**src/rtl/add_mul_result_buffer.sv**
```systemverilog
// Result buffer behind the fixed-latency add_mul pipeline: valid tracking, FIFO capture and
// credit-based admission. Define ADD_MUL_RESULT_BUFFER_STATS_EN to add hwm/stall_cycles outputs.
module add_mul_result_buffer #(
  parameter int unsigned DATA_W  = 32,
  parameter int unsigned LATENCY = 3,
  parameter int unsigned DEPTH   = 4,
  localparam int unsigned CntW   = $clog2(DEPTH + 1)
) (
  input  logic              clk,
  input  logic              rst_n,
  input  logic              in_valid,
  output logic              in_ready,
  input  logic [DATA_W-1:0] pipe_out,
  output logic              out_valid,
  output logic [DATA_W-1:0] out_data,
  input  logic              out_ready
`ifdef ADD_MUL_RESULT_BUFFER_STATS_EN
  ,
  output logic [CntW-1:0]   hwm,
  output logic [31:0]       stall_cycles
`endif
);

  localparam int unsigned PtrW = (DEPTH > 1) ? $clog2(DEPTH) : 1;
  localparam int unsigned SumW = $clog2(DEPTH + LATENCY + 1);
  localparam logic [PtrW-1:0] PtrMax = PtrW'(DEPTH - 1);

  if (LATENCY == 0) begin : g_bad_latency
    $error("add_mul_result_buffer: LATENCY must be >= 1");
  end
  if (DEPTH == 0) begin : g_bad_depth
    $error("add_mul_result_buffer: DEPTH must be >= 1");
  end

  logic [LATENCY-1:0] vld_sr_q, vld_sr_d;
  logic [PtrW-1:0]    wr_ptr_q, wr_ptr_d;
  logic [PtrW-1:0]    rd_ptr_q, rd_ptr_d;
  logic [CntW-1:0]    count_q, count_d;
  logic [DATA_W-1:0]  mem_q [DEPTH];

  logic            acc;
  logic            cap;
  logic            pop;
  logic [SumW-1:0] inflight;
  logic [SumW-1:0] credit_sum;

  // Credit covers both FIFO entries and results still inside add_mul; registered state only,
  // so a pop returns its credit one cycle later.
  always_comb begin
    inflight = '0;
    for (int i = 0; i < int'(LATENCY); i++) begin
      inflight = inflight + SumW'(vld_sr_q[i]);
    end
    credit_sum = SumW'(count_q) + inflight;
  end

  assign in_ready  = credit_sum < SumW'(DEPTH);
  assign out_valid = count_q != '0;
  assign out_data  = mem_q[rd_ptr_q];

  assign acc = in_valid & in_ready;
  assign cap = vld_sr_q[LATENCY-1];
  assign pop = out_valid & out_ready;

  always_comb begin
    vld_sr_d    = '0;
    vld_sr_d[0] = acc;
    for (int i = 1; i < int'(LATENCY); i++) begin
      vld_sr_d[i] = vld_sr_q[i-1];
    end
  end

  always_comb begin
    wr_ptr_d = wr_ptr_q;
    rd_ptr_d = rd_ptr_q;
    count_d  = count_q;
    if (cap) begin
      wr_ptr_d = (wr_ptr_q == PtrMax) ? '0 : wr_ptr_q + PtrW'(1);
    end
    if (pop) begin
      rd_ptr_d = (rd_ptr_q == PtrMax) ? '0 : rd_ptr_q + PtrW'(1);
    end
    unique case ({cap, pop})
      2'b10:   count_d = count_q + CntW'(1);
      2'b01:   count_d = count_q - CntW'(1);
      default: count_d = count_q;
    endcase
  end

  always_ff @(posedge clk or negedge rst_n) begin
    if (!rst_n) begin
      vld_sr_q <= '0;
      wr_ptr_q <= '0;
      rd_ptr_q <= '0;
      count_q  <= '0;
    end else begin
      vld_sr_q <= vld_sr_d;
      wr_ptr_q <= wr_ptr_d;
      rd_ptr_q <= rd_ptr_d;
      count_q  <= count_d;
    end
  end

  // Storage needs no reset: occupancy alone decides what is visible.
  always_ff @(posedge clk) begin
    if (cap) begin
      mem_q[wr_ptr_q] <= pipe_out;
    end
  end

`ifdef ADD_MUL_RESULT_BUFFER_STATS_EN
  logic [CntW-1:0] hwm_q;
  logic [31:0]     stall_q;

  always_ff @(posedge clk or negedge rst_n) begin
    if (!rst_n) begin
      hwm_q   <= '0;
      stall_q <= '0;
    end else begin
      if (count_d > hwm_q) begin
        hwm_q <= count_d;
      end
      if (in_valid && !in_ready && (stall_q != '1)) begin
        stall_q <= stall_q + 32'd1;
      end
    end
  end

  assign hwm          = hwm_q;
  assign stall_cycles = stall_q;
`endif

  // The credit rule must make a capture into a full FIFO impossible.
  cap_not_full_a: assert property (@(posedge clk) disable iff (!rst_n)
    cap |-> (count_q < CntW'(DEPTH)));

endmodule

```
**config.mk**
```make
export PLATFORM = sky130hd
export DESIGN_NAME = add_mul_result_buffer
export DESIGN_NICKNAME = d
export VERILOG_FILES = /design/src/rtl/add_mul_result_buffer.sv
export SDC_FILE = /design/constraint.sdc
export NUM_CORES = 1
export LEC_CHECK = 0
export ABC_AREA = 1
export CAP_MARGIN = 10
export CORE_UTILIZATION = 52
export DETAILED_ROUTE_END_ITERATION = 8
export GPL_TIMING_DRIVEN = 0
export PLACE_DENSITY = 0.77
export SLEW_MARGIN = 15
export SYNTH_ARGS = -nofsm -noshare
export SYNTH_HDL_FRONTEND = slang
export SYNTH_SLANG_ARGS = --single-unit
```
**constraint.sdc**
```tcl
create_clock -name clk -period 5.4 [get_ports clk]
set_input_delay 1.08 -clock clk [delete_from_list [all_inputs] [get_ports clk]]
set_output_delay 1.08 -clock clk [all_outputs]
set_load 0.1 [all_outputs]
```
---- Word level (Yosys, flattened, before mapping) ----
Memory sizes are Yosys's and may differ from the RTL's.
Index checks and enable logic that the tools add are counted.
word-level totals
  bits in registers ....................... 10
  memory bits (writable) .................. 128
  input bits .............................. 36
  output and inout port bits .............. 34
  word-level logic and storage cells ...... 26
  memories kept ........................... 1
memory list
  name   depth  width  read ports  clocked after Yosys merged registers in  wr ports  RTL line  RTL
  mem_q  4      32     1           0                                        1         39        logic [DATA_W-1:0] mem_q [DEPTH];
operators by class
  $add $sub $neg .......................... 7
  order comparisons ....................... 1
  equality and inequality tests ........... 4
  muxes and demuxes ....................... 5
  bitwise operators ....................... 2
  reductions and logical operators ........ 2
operators with widths
  cell                                                  count
  equality test 2 bit (second input constant)           3
  one-hot mux 3 bit (2 select lines)                    1
  adder 2 x 1 -> 2 bit (second input constant)          2
  2-to-1 mux 2 bit                                      2
  adder 2 x 1 -> 3 bit                                  1
  adder 3 x 1 -> 3 bit (second input constant)          1
  adder 3 bit                                           1
  less-than comparator 3 bit (second input constant)    1
  nonzero test 3 bit                                    1
  subtractor 3 x 1 -> 3 bit (second input constant)     1
  adder 1 x 1 -> 2 bit                                  1
  bitwise AND 1 bit                                     2
  equality test 2 x 1 -> 1 bit (second input constant)  1
  2-to-1 mux 1 bit                                      2
  nonzero test 2 bit                                    1

---- Depth between registers and ports, before layout ----
  word-level depth ........................ 5
  gate-level depth with buffers ........... 12
  depth with buffers taken out ............ 12

---- Worst setup path after synthesis ----
Ideal clock, no wire load.
  kind .................................... register to output
  start point ............................. register rd_ptr_q[0]
  end point ............................... output port out_data[23]
  arrival time ............................ 2,193 ps
  data required time ...................... 4,320 ps
  path slack .............................. 2,127 ps
  cell stages (with the launch flop) ...... 5
  buffers on the path ..................... 1
  cell sequence ........................... dfrtp_1 inv_2 clkbuf_1 o21ai_0 o21ai_1
on the way
  longest elaborated chain between the ends .. 1
ends and longest elaborated chain
  item                      RTL line  RTL
  start: declaration        37        logic [PtrW-1:0] rd_ptr_q, rd_ptr_d;
  start signal: assignment  99        rd_ptr_q <= rd_ptr_d;
  memory (4 x 32 bit)       --
  end: declaration          15        output logic [DATA_W-1:0] out_data,
No other way between the ends.

---- Worst setup path in the final report ----
  start point ............................. register rd_ptr_q[0]
  end point ............................... output port out_data[22]
The elaborated chain is that of the path after synthesis.

==> summary.md <==
## STA
- 78.0% — final worst-path cycle share
- 0 ps — Final TNS setup
- 0 — Final Hold Fails
- 32.3% — Rel. slew slack
- 8.92 ps — maximum clock skew at final layout
- no — RSZ-0062 raised after global routing
- 1010 ps — slew at the pin closest to its max-slew limit
- 0 — Slew Viols, Final
- 4210 ps — time the final worst path needs with I/O delays and setup
- 0 — Final setup viols
- 0.237 GHz — achievable clock frequency
- 413 ps — Fin Hold WS

## Global route
- 38.2% — met2 Resource Use GR
- 25.0% — global-route met1 utilization
- met2 — busiest grt layer
- 33 — maximum number of pins on one net before global-route repair
- 0 — global route total overflow
- 6.04% — met3 Resource Use GR
- 17500 um — global-route wire length before repair
- 3597 — vias in the first global route
- 0 — antenna violations before repair
- 21.8% — overall global routing resource usage

## Detailed routing
- 10700 um — Post-Route WL
- 7 — Detailed Routing Iterations Pass 1
- 16.6 um — mean routed wirelength per cell
- 0 — remaining number of nets flagged by the antenna check after routing
- 0 — detailed-route DRC error count
- 181 — number of DRC markers in iteration 0
- 3373 — detailed-route via count
- 5.25 — drt via density

## Yosys
- 138 — Seq cells post-synth
- 76.3% — post-synthesis sequential area ratio
- 19 — number of distinct library cells after synthesis
- 409 — Cells after Synth
- 454 — post-synthesis net count
- 13.1 um^2 — per-instance average area after synthesis
- 0 — Synth warnings
- 0.00537 mm^2 — combined area of all synthesized cells

## CTS
- 138 — CTS Sinks
- done — TritonCTS clock tree
- 0 — number of buffers added to fix hold violations after cts
- sky130_fd_sc_hd__clkbuf_8 — cell chosen for the clock root
- 2 — Clock Path Buffers
- 530 ps — clock insertion delay at the later pin of the skew report
- 60 ps — clock-pin slew of the registers on the worst-case setup and hold paths
- 0 — post_cts resized
- 4 — H-tree lvl count
- 17 — number of buffers added by the clock tree synthesis step
- 0 — post-CTS setup buffer count

## Worst hold path
- reg -> reg — Hold Crit Class

## Die
- 104 um — die width
- 0.0107 mm^2 — Die Area
- 70 — number of ports placed on the die boundary
- 54.2% — starting utilization of the core area
- 36 — total number of placement rows
- 0.00991 mm^2 — core box area
- 104 um — overall die height

## Critical path
- 1170 ps — worst stage delay on the critical path
- reg -> out — Crit Path Class
- 4320 ps — critical path required time
- 3130 ps — signal arrival time at the worst endpoint
- 10 — Critical Path Fanout Max
- output pin — capturing element type of the critical path
- inv_2, clkbuf_1, o21ai_0, o21ai_1, clkdlybuf4s50_1 — ordered cell list for the critical path
- sky130_fd_sc_hd__clkdlybuf4s50_1 — Critical Path Slowest Stage Cell
- register — category of the worst setup path launch point

## Placement
- 0.733 — last weighted congestion value of the routability-driven placer
- 6310 um — detailed-placement wirelength estimate
- 69 — Port Buf Inserts

## Cells and area
- 0 — count of inserted antenna diode cells
- 9.41% — fraction of final layout cells sized beyond drive strength 1
- 26.5% — area growth from synthesis to final layout
- 542 — nets
- 68.5% — post-layout utilization of the core

## Flow run
- 0 — reported max-cap violation count

## Outcome
- finished, final reports clean — outcome

-- registers in the layout, indices dropped and copies added, names as in the netlist --
name      count
mem_q       128
count_q       3
rd_ptr_q      2
vld_sr_q      3
wr_ptr_q      2
-- stage by stage --
step	std cells	setup slack, ps	area [um^2]
3_3_place_gp	611	1830	6230
5_1_grt	643	1050	6790
6_report	643	1190	6790
2_1_floorplan	409	2130	5370
4_1_cts	643	1130	6790
3_5_place_dp	611	1700	6230
-- layout by cell type (no fill, tap or decap), types with 10 or more instances in the layout --
cell,netlist,final
sky130_fd_sc_hd__edfxtp_1,128,128
sky130_fd_sc_hd__inv_1,17,13
sky130_fd_sc_hd__dfrtp_1,10,10
sky130_fd_sc_hd__nor2_1,97,97
sky130_fd_sc_hd__o21ai_1,40,40
sky130_fd_sc_hd__clkbuf_16,0,16
sky130_fd_sc_hd__nand2_1,18,18
sky130_fd_sc_hd__o21ai_0,60,60
sky130_fd_sc_hd__clkdlybuf4s50_1,0,69
sky130_fd_sc_hd__clkbuf_1,9,10
-- cell type report --
type                    instances  area (um^2)
clock inverters                14          149
multi-input cells             232         1110
inverters                      19         71.3
flip-flops and latches        138         4090
clock buffers                  18          418
plain buffers                  20         97.6
fillers                       693         3120
well taps                     133          166
repair buffers                 69          691
-- synth_stat cells --
cell | number | area share, %
sky130_fd_sc_hd__ha_1 | 7 | 1.6
sky130_fd_sc_hd__buf_6 | 1 | 0.21
sky130_fd_sc_hd__nand2_1 | 18 | 1.3
sky130_fd_sc_hd__inv_1 | 17 | 1.2
sky130_fd_sc_hd__nor2_1 | 97 | 6.8
sky130_fd_sc_hd__clkbuf_1 | 9 | 0.63
sky130_fd_sc_hd__dfrtp_1 | 10 | 4.7
sky130_fd_sc_hd__nand4_1 | 1 | 0.12
sky130_fd_sc_hd__or2_2 | 1 | 0.12
sky130_fd_sc_hd__nand3_1 | 4 | 0.37
sky130_fd_sc_hd__buf_4 | 1 | 0.14
sky130_fd_sc_hd__buf_2 | 9 | 0.84
sky130_fd_sc_hd__inv_2 | 2 | 0.14
sky130_fd_sc_hd__a21oi_1 | 1 | 0.093
sky130_fd_sc_hd__o21ai_1 | 40 | 3.7
sky130_fd_sc_hd__xnor2_1 | 1 | 0.16
sky130_fd_sc_hd__edfxtp_1 | 128 | 72
sky130_fd_sc_hd__fa_1 | 2 | 0.75
sky130_fd_sc_hd__o21ai_0 | 60 | 5.6
-- cell families (layout without fill, tap and decap cells) --
logic type	after synthesis	in the layout	synth area share (%)
AOI/OAI and AO/OA	101	101	9.41
adders and majority gates	9	9	2.38
and+or+nand+nor	121	121	8.65
xor gates and xnor gates	1	1	0.163
DFF	138	138	76.3
buffers and inverters	39	140	3.15
-- critical path: cells and delay by family, from the launching register on --
family          cells  cell delay [ps]
compound gates      2              390
buf+inv             3             1780
flops               1              450
-- path summary, 6_finish.rpt --
check | startpoint | endpoint | slack [ps] | depth (start not counted)
worst max-delay path | rd_ptr_q[0] | out_data[22] | 1190 | 5
worst min-delay path | vld_sr_q[1] | vld_sr_q[2] | 410 | 0
worst max register to register | count_q[0] | count_q[2] | 3490 | 11
worst min register to register | vld_sr_q[1] | vld_sr_q[2] | 410 | 0
max in group asynchronous | rst_n | rd_ptr_q[0] | 4220 | 1
min in group asynchronous | rst_n | count_q[2] | 870 | 1
-- routing by layer --
| layer | part of all wire (%) | up-vias |
|---|---|---|
| met5 | 0 | - |
| met4 | 1.5 | 0 |
| met3 | 5.0 | 15 |
| met2 | 52 | 95 |
| met1 | 42 | 1636 |
| li1 | - | 1627 |
Power is not shown: default switching activity piles up to over one toggle a cycle in this logic, so the estimate is an artifact.
